===== src/rtl/uart_tx_serializer_if.sv =====
// Transmit-side bundle between the PIO exports and the UART serializer.
// master = software/PIO side, slave = serializer.
interface uart_tx_serializer_if #(
    parameter int DATA_BITS = 8
);
    logic [DATA_BITS-1:0] tx_data;
    logic                 tx_start;
    logic [31:0]          bit_period;
    logic                 tx;
    logic [2:0]           tx_status;
    logic                 tx_done;

    modport master (
        output tx_data, tx_start, bit_period,
        input  tx, tx_status, tx_done
    );

    modport slave (
        input  tx_data, tx_start, bit_period,
        output tx, tx_status, tx_done
    );
endinterface


===== src/rtl/uart_tx_serializer.sv =====
// UART transmitter with a one-entry holding register. A rising edge on
// tx_start queues tx_data; frames are start, DATA_BITS LSB first, optional
// parity and STOP_BITS stop bits, each lasting the period latched at frame start.
module uart_tx_serializer #(
    parameter int DATA_BITS  = 8,
    parameter int PARITY     = 0,
    parameter int STOP_BITS  = 1,
    parameter int MIN_PERIOD = 2
) (
    input  logic                 clk,
    input  logic                 reset,
    uart_tx_serializer_if.slave  bus
);
    localparam int              IDX_W     = (DATA_BITS > 1) ? $clog2(DATA_BITS) : 1;
    localparam logic [IDX_W-1:0] LAST_IDX = IDX_W'(DATA_BITS - 1);
    localparam logic            LAST_STOP = (STOP_BITS == 2);
    localparam logic [31:0]     MIN_P     = 32'(MIN_PERIOD);
    localparam logic            ODD       = (PARITY == 2);

    typedef enum logic [2:0] {
        S_IDLE,
        S_START,
        S_DATA,
        S_PARITY,
        S_STOP
    } state_t;

    state_t               state_q, state_d;
    logic [DATA_BITS-1:0] hold_q, hold_d;
    logic [DATA_BITS-1:0] shift_q, shift_d;
    logic                 hold_full_q, hold_full_d;
    logic                 overrun_q, overrun_d;
    logic [31:0]          cnt_q, cnt_d;
    logic [31:0]          period_q, period_d;
    logic [IDX_W-1:0]     bit_idx_q, bit_idx_d;
    logic                 stop_idx_q, stop_idx_d;
    logic                 parity_q, parity_d;
    logic                 tx_q, tx_d;
    logic                 start_prev_q;

    logic                 start_edge;
    logic                 bit_end;
    logic                 transfer;
    logic                 done;
    logic [31:0]          eff_period;

    assign start_edge = bus.tx_start & ~start_prev_q;
    assign bit_end    = (cnt_q == 32'd0);
    assign eff_period = (bus.bit_period < MIN_P) ? MIN_P : bus.bit_period;

    // Next-state, bit timing, holding-register load and serial line value.
    always_comb begin
        // NOTE: every signal gets its default before the case so no path leaves one unassigned, which would infer a latch.
        state_d     = state_q;
        hold_d      = hold_q;
        shift_d     = shift_q;
        hold_full_d = hold_full_q;
        overrun_d   = overrun_q;
        cnt_d       = cnt_q;
        period_d    = period_q;
        bit_idx_d   = bit_idx_q;
        stop_idx_d  = stop_idx_q;
        parity_d    = parity_q;
        tx_d        = tx_q;
        transfer    = 1'b0;
        done        = 1'b0;

        case (state_q)
            S_IDLE: begin
                tx_d = 1'b1;
                if (hold_full_q) transfer = 1'b1;
            end
            S_START: begin
                if (bit_end) begin
                    state_d   = S_DATA;
                    tx_d      = shift_q[0];
                    bit_idx_d = '0;
                    cnt_d     = period_q - 32'd1;
                end else begin
                    cnt_d = cnt_q - 32'd1;
                end
            end
            S_DATA: begin
                if (bit_end) begin
                    cnt_d = period_q - 32'd1;
                    if (bit_idx_q == LAST_IDX) begin
                        if (PARITY != 0) begin
                            state_d = S_PARITY;
                            tx_d    = parity_q;
                        end else begin
                            state_d    = S_STOP;
                            tx_d       = 1'b1;
                            stop_idx_d = 1'b0;
                        end
                    end else begin
                        bit_idx_d = bit_idx_q + 1'b1;
                        shift_d   = shift_q >> 1;
                        tx_d      = shift_d[0];
                    end
                end else begin
                    cnt_d = cnt_q - 32'd1;
                end
            end
            S_PARITY: begin
                if (bit_end) begin
                    state_d    = S_STOP;
                    tx_d       = 1'b1;
                    stop_idx_d = 1'b0;
                    cnt_d      = period_q - 32'd1;
                end else begin
                    cnt_d = cnt_q - 32'd1;
                end
            end
            S_STOP: begin
                if (bit_end) begin
                    if (stop_idx_q == LAST_STOP) begin
                        done = 1'b1;
                        if (hold_full_q) begin
                            transfer = 1'b1;
                        end else begin
                            state_d = S_IDLE;
                            tx_d    = 1'b1;
                        end
                    end else begin
                        stop_idx_d = 1'b1;
                        cnt_d      = period_q - 32'd1;
                    end
                end else begin
                    cnt_d = cnt_q - 32'd1;
                end
            end
            default: begin
                state_d = S_IDLE;
                tx_d    = 1'b1;
            end
        endcase

        // Held byte moves to the shifter; period and parity are frozen for the frame.
        if (transfer) begin
            state_d     = S_START;
            shift_d     = hold_q;
            parity_d    = (^hold_q) ^ ODD;
            period_d    = eff_period;
            cnt_d       = eff_period - 32'd1;
            tx_d        = 1'b0;
            hold_full_d = 1'b0;
        end

        // A load is accepted if the holding register is empty or is being emptied this edge.
        if (start_edge) begin
            if (!hold_full_q || transfer) begin
                hold_d      = bus.tx_data;
                hold_full_d = 1'b1;
                overrun_d   = 1'b0;
            end else begin
                overrun_d = 1'b1;
            end
        end
    end

    // State and datapath registers; reset forces an idle-high line at once.
    always_ff @(posedge clk or posedge reset) begin
        if (reset) begin
            state_q      <= S_IDLE;
            hold_q       <= '0;
            shift_q      <= '0;
            hold_full_q  <= 1'b0;
            overrun_q    <= 1'b0;
            cnt_q        <= '0;
            period_q     <= MIN_P;
            bit_idx_q    <= '0;
            stop_idx_q   <= 1'b0;
            parity_q     <= 1'b0;
            tx_q         <= 1'b1;
            start_prev_q <= 1'b0;
        end else begin
            // NOTE: non-blocking assignments so every register samples the pre-edge values.
            state_q      <= state_d;
            hold_q       <= hold_d;
            shift_q      <= shift_d;
            hold_full_q  <= hold_full_d;
            overrun_q    <= overrun_d;
            cnt_q        <= cnt_d;
            period_q     <= period_d;
            bit_idx_q    <= bit_idx_d;
            stop_idx_q   <= stop_idx_d;
            parity_q     <= parity_d;
            tx_q         <= tx_d;
            start_prev_q <= bus.tx_start;
        end
    end

    assign bus.tx        = tx_q;
    assign bus.tx_done   = done;
    assign bus.tx_status = {overrun_q, hold_full_q, (state_q != S_IDLE)};
endmodule


===== src/flat_wrapper.sv =====
// flat-port wrapper written by rule: the top's interface ports become plain ports
module uart_tx_serializer_flat 
#(
    parameter int DATA_BITS  = 8,
    parameter int PARITY     = 0,
    parameter int STOP_BITS  = 1,
    parameter int MIN_PERIOD = 2
)
  (clk, reset, bus_tx_data, bus_tx_start, bus_bit_period, bus_tx, bus_tx_status, bus_tx_done);
  uart_tx_serializer_if #(.DATA_BITS(DATA_BITS)) bus_i ();
  input  logic clk;
  input  logic reset;
  input wire logic [$bits(bus_i.tx_data)-1:0] bus_tx_data;
  input wire logic [$bits(bus_i.tx_start)-1:0] bus_tx_start;
  input wire logic [$bits(bus_i.bit_period)-1:0] bus_bit_period;
  output wire logic [$bits(bus_i.tx)-1:0] bus_tx;
  output wire logic [$bits(bus_i.tx_status)-1:0] bus_tx_status;
  output wire logic [$bits(bus_i.tx_done)-1:0] bus_tx_done;
  assign bus_i.tx_data = bus_tx_data;
  assign bus_i.tx_start = bus_tx_start;
  assign bus_i.bit_period = bus_bit_period;
  assign bus_tx = bus_i.tx;
  assign bus_tx_status = bus_i.tx_status;
  assign bus_tx_done = bus_i.tx_done;
  uart_tx_serializer #(.DATA_BITS(DATA_BITS), .PARITY(PARITY), .STOP_BITS(STOP_BITS), .MIN_PERIOD(MIN_PERIOD)) u_core (.clk(clk), .reset(reset), .bus(bus_i));
endmodule

===== config.mk =====
export PLATFORM = sky130hd
export DESIGN_NAME = uart_tx_serializer_flat
export DESIGN_NICKNAME = d
export VERILOG_FILES = /design/src/rtl/uart_tx_serializer_if.sv /design/src/rtl/uart_tx_serializer.sv /design/src/flat_wrapper.sv
export SDC_FILE = /design/constraint.sdc
export NUM_CORES = 1
export LEC_CHECK = 0
export CAP_MARGIN = 15
export CORE_ASPECT_RATIO = 2
export CORE_MARGIN = 8
export CORE_UTILIZATION = 50
export CTS_BUF_LIST = sky130_fd_sc_hd__clkbuf_8
export CTS_CLUSTER_DIAMETER = 50
export DETAILED_ROUTE_END_ITERATION = 10
export PLACE_DENSITY = 0.74
export REMOVE_ABC_BUFFERS = 1
export SKIP_LAST_GASP = 1
export SYNTH_ARGS = -nofsm -noshare
export SYNTH_HDL_FRONTEND = slang
export SYNTH_SLANG_ARGS = --single-unit

===== constraint.sdc =====
create_clock -name clk -period 12.2 [get_ports clk]
set_input_delay 2.44 -clock clk [delete_from_list [all_inputs] [get_ports clk]]
set_output_delay 2.44 -clock clk [all_outputs]
set_load 0.02 [all_outputs]

# Word-level counts from Yosys, hierarchy flattened
# Index checks and enable logic that the tools add are counted.
[totals]
input_bits = 43
ff_bits = 91
[op_classes]
n_lt_le_gt_ge = 1
eq_ne = 21
addsub = 4
n_bitwise = 2
reduce_logical = 18
mux = 49
[ops]
columns = ["operator", "count"]
rows = [
  ["two-way mux 32 bit", 5],
  ["subtractor 32 x 1 -> 32 bit, second input constant", 3],
  ["one-hot mux 32 bit (2 select lines)", 1],
  ["two-way mux 3 bit", 11],
  ["zero test 32 bit", 1],
  ["< comparator 32 x 2 -> 1 bit, second input constant", 1],
  ["two-way mux 8 bit", 4],
  ["two-way mux 1 bit", 23],
  ["inequality test 3 x 1 -> 1 bit, second input constant", 5],
  ["one-hot mux 3 bit (5 select lines)", 1],
  ["inequality test 2 x 1 -> 1 bit, second input constant", 7],
  ["nonzero test 3 bit", 3],
  ["AND reduction 8 bit", 1],
  ["equality test 3 x 2 -> 1 bit, second input constant", 2],
  ["equality test 3 bit, second input constant", 2],
  ["inequality test 3 bit, second input constant", 2],
  ["one-hot mux 3 bit (2 select lines)", 1],
  ["AND reduction 6 bit", 1],
  ["nonzero test 2 bit", 3],
  ["AND reduction 5 bit", 1],
  ["inequality test 4 x 3 -> 1 bit, second input constant", 1],
  ["one-hot mux 1 bit (4 select lines)", 1],
  ["AND reduction 2 bit", 2],
  ["AND reduction 4 bit", 1],
  ["other kinds (12)", 12],
]

# Depth between registers and ports, before layout
[depth]
depth_word = 7
ltp_mapped = 17
depth_no_buf = 14

# Least setup slack after synthesis
# OpenSTA, ideal clock, no wires.
[synth_path]
path_kind = "input -> register"
from = "input port bus_bit_period[11]"
to = "register u_core.cnt_q[24]"
slack_ns = 6.439
setup_time_ns = 0.082
cell_stages = 13
t_arrival_ns = 5.680
cell_sequence = "or4_1 > nor4_1 > and3_1 > nor2_1 > nand2_1 > o21a_1 > ha_1 > or4b_1 > nor3_1 > a31o_2 > nand4_4 > or4_1 > a31oi_1"
[synth_between]
elab_chain_len = 4
[synth_rtl]
columns = ["item", "line", "text"]
rows = [
  ["from (decl)", "flat_wrapper.sv:15", "input wire logic [$bits(bus_i.bit_period)-1:0] bus_bit_period;"],
  ["< comparator 32 x 2 -> 1 bit", "uart_tx_serializer.sv:49", "assign eff_period = (bus.bit_period < MIN_P) ? MIN_P : bus.bit_period;"],
  ["two-way mux 32 bit *", "uart_tx_serializer.sv:49", ""],
  ["subtractor 32 x 1 -> 32 bit *", "uart_tx_serializer.sv:144", "cnt_d = eff_period - 32'd1;"],
  ["two-way mux 32 bit *", "uart_tx_serializer.sv:139", "if (transfer) begin"],
  ["to (signal assigned)", "uart_tx_serializer.sv:183", "cnt_q <= cnt_d;"],
  ["to (decl)", "uart_tx_serializer.sv:33", "logic [31:0] cnt_q, cnt_d;"],
]
# Mark *: on every way between the ends. The rest lies on a longest branch, timed or not.
# A chain may end at the register's enable or synchronous reset.

# Worst setup path after layout
[layout_path]
from = "input port bus_bit_period[7]"
to = "register u_core.cnt_q[24]"
# The elaborated chain is that of the path after synthesis.

==> summary.txt <==
status = finished clean
post-synth top area cell = dfrtp_1
Ports = 48
Starting Density = 51.01%
VDD IR max = 0.0001008 V
Final Slew Violations = 0
Critical R2R Capture = u_core.cnt_q[24]$_DFFE_PP0P_
Top FF cell, synth = dfrtp_1
actual slew at the worst max-slew pin = 1026 ps
CTS Sinks = 90
fmax = 154.1 MHz
Async S/R FF share, synth = 100.0%
Core Region = 0.01081 mm²
Final #Nets = 713
DPL Wire Length = 11,400 µm
sequential area share after synthesis = 40.89%
crit-path max cell delay = 600 ps
CTS resizes = 0
Fin. Hold Viols = 0
Leak Pwr = 2.507 nW
CTS tree = done
maxcap violations = 0
via count = 5,288
Worst-Skew Late Latency = 380 ps
Cells after Synth = 642
CP Max Fanout = 8
average wire per standard cell = 20.24 µm
Chip Width = 90.26 µm
clock transition at the registers of the reported paths = 110 ps
type of origin of the critical path = input pin
Netlist Area Pre-Place = 0.005514 mm²
post-synthesis area per instance = 8.589 µm²
Setup Skew = 10.17 ps
# diodes = 0
EDFF count, synth = 0
slew margin rel. = 30.68%
post-CTS setup buffer count = 0
Die H = 164.5 µm
post-route ant nets = 0
post-synth top area share = 39.94%
period utilisation layout = 53.20%
final WL = 16,440 µm
Port Buffers = 47
Worst path top cell family by delay = simple AND/OR/NAND/NOR gates
Setup crit end kind = flop
Synth Register Bits = 90
crit path DAT = 6790 ps
worst path bufs/invs = 1
main area contributors after synthesis = dfrtp_1, nand2_1, o21ai_0, a21oi_1, nor2_1
DR pass1 iterations = 5
hold_sp = u_core.shift_q[2]$_DFFE_PP0P_
fin crit period = 6490 ps
worst-case clock buffer depth = 2
share of cells above drive strength 1 = 8.780%
initial antenna violation count = 0
Post-CTS Hold Buffers = 0
number of buffers created by CTS = 9
global route overflow = 0
Power Density = 113.0 mW/mm²
hold endpoint = u_core.shift_q[2]$_DFFE_PP0P_
RSZ-0062 raised after global routing = no
Remaining DRCs = 0
routed vias/inst = 6.512
root buffer cell = clkbuf_8
first-pass GRT wire length = 27,010 µm
most frequent cell after synthesis = nand2_1
crit-path cells = clkdlybuf4s50_1 > or4_1 > nor4_1 > and3_1 > nor2_1 > nand2_1 > o21a_1 > ha_1 > or4b_1 > nor3_1 > a31o_2 > nand4_4 > or4_1 > a31oi_1
Area growth, synth to finish = 12.96%
worst reg-to-reg setup slack = 7120 ps
largest net degree at the start of global routing = 71
Slowest-stage cell, CP = or4_1
Fin Setup TNS = 0 ps
reg2reg path depth = 13
most common cell type on the critical path = or4_1
Reg-to-Reg Start = u_core.cnt_q[6]$_DFFE_PP0P_
YS warnings = 0
number of rows in the core area = 54
total power = 0.7041 mW
Die Area = 0.01485 mm²
H-Tree Level Count = 3
CP Class = input pin to flop
crit path from = bus_bit_period[7]
global placement routability congestion = 0.9109
post-synthesis cell type count = 72
leading cell types by count after synthesis = nand2_1, dfrtp_1, o21ai_0
WHS Path Cells = 2
setup violators final = 0
Initial DRC Count = 476
WP data required = 12,500 ps
number of global-route vias before repair = 5,526
Hold Path Class = flop to flop
GRT Total Usage = 22.38%
==> placed cells by master, fill, tap and decap left out, types with 4 or more instances in the layout <==
cell,instances
a22oi_1,7
a31oi_1,14
nand4_1,6
and3_1,8
clkdlybuf4s50_1,47
mux2_2,10
a211oi_1,4
xor2_1,6
a21o_1,5
inv_1,5
buf_4,6
o31ai_1,6
a211o_1,7
nor4_1,13
a221o_1,5
nor3_1,21
nand2_1,137
dfrtp_1,88
xnor2_1,8
nor2_1,38
a21oi_1,29
or4_1,14
o211ai_1,4
o21ai_0,52
mux2i_1,5
o21a_1,6
clkbuf_8,9
or3_1,13
nand3_1,23
==> how the worst max path moves through the flow <==
stage | depth (start not counted) | endpoint
final | 14 | u_core.cnt_q[24]$_DFFE_PP0P_
after floorplan | 13 | u_core.cnt_q[24]$_DFFE_PP0P_
after global placement | 14 | u_core.cnt_q[24]$_DFFE_PP0P_
after detailed placement | 14 | u_core.cnt_q[24]$_DFFE_PP0P_
after CTS | 14 | u_core.cnt_q[24]$_DFFE_PP0P_
after global routing | 14 | u_core.cnt_q[28]$_DFFE_PP0P_
==> metrics by stage <==
step / instances / hold slack, ps / setup slack, ps / cell area [µm²] / util, %
floorplan: 602 / 444.7 / 6407 / 5310 / -
global placement: 795 / 458.5 / 5567 / 6010 / 55.59
detailed placement: 795 / 463.1 / 5459 / 6010 / 55.59
CTS: 811 / 489.7 / 5834 / 6201 / 57.36
global route: 812 / 511.2 / 5542 / 6228 / 57.62
finish: 812 / 487.6 / 5710 / 6228 / 57.62
==> worst reg2reg max path: stages (launching register included) <==
cell and delay [ps]:
dfrtp_1 470, nor4_1 510, and4_1 730, a31o_4 520, nand2_2 110, nor3_1 330
a21o_1 140, ha_1 320, or4b_1 500, nor3_1 160, a31o_2 290, nand4_4 170
or4_1 560, a31oi_1 180
==> area by class of cell <==
cell class | instances | area, µm²
clock inverters | 7 | 67.56
fillers | 992 | 4582
multi-input cells | 506 | 3040
flip-flops and latches | 90 | 2255
clock buffers | 9 | 123.9
inverters | 6 | 23.77
well taps | 140 | 175.2
repair buffers | 54 | 543.0
==> sequential cells by signal (all words and copies together) (netlist names) <==
| register | flops |
|---|---|
| u_core.cnt_q | 32 |
| u_core.period_q | 32 |
| u_core.hold_q | 8 |
| u_core.shift_q | 8 |
| u_core.bit_idx_q | 3 |
| u_core.state_q | 3 |
| u_core.bus.tx | 1 |
| u_core.hold_full_q | 1 |
| u_core.overrun_q | 1 |
| u_core.start_prev_q | 1 |
==> logic make-up after synthesis <==
logic type / after synthesis / share of synthesized area [%]
adders and majority gates: 3 / 0.6808
and+or+nand+nor: 293 / 26.16
buffers and inverters: 46 / 4.107
DFF: 90 / 40.89
AOI/OAI and AO/OA: 181 / 22.99
muxes: 15 / 2.950
xor gates and xnor gates: 14 / 2.224
==> power by group <==
group          switching [mW]  total (mW)  internal [mW]
Sequential             0.0346       0.366          0.331
Combinational          0.0674       0.133         0.0651
Clock                   0.125       0.206         0.0802
==> per-layer routing <==
metal  part of all wire (%)  track usage, %
met3                    5.4           4.461
met5                      0               0
met4                    5.2           15.26
met2                     52           40.44
met1                     37           22.82
Power figures use the tool's default switching activity.
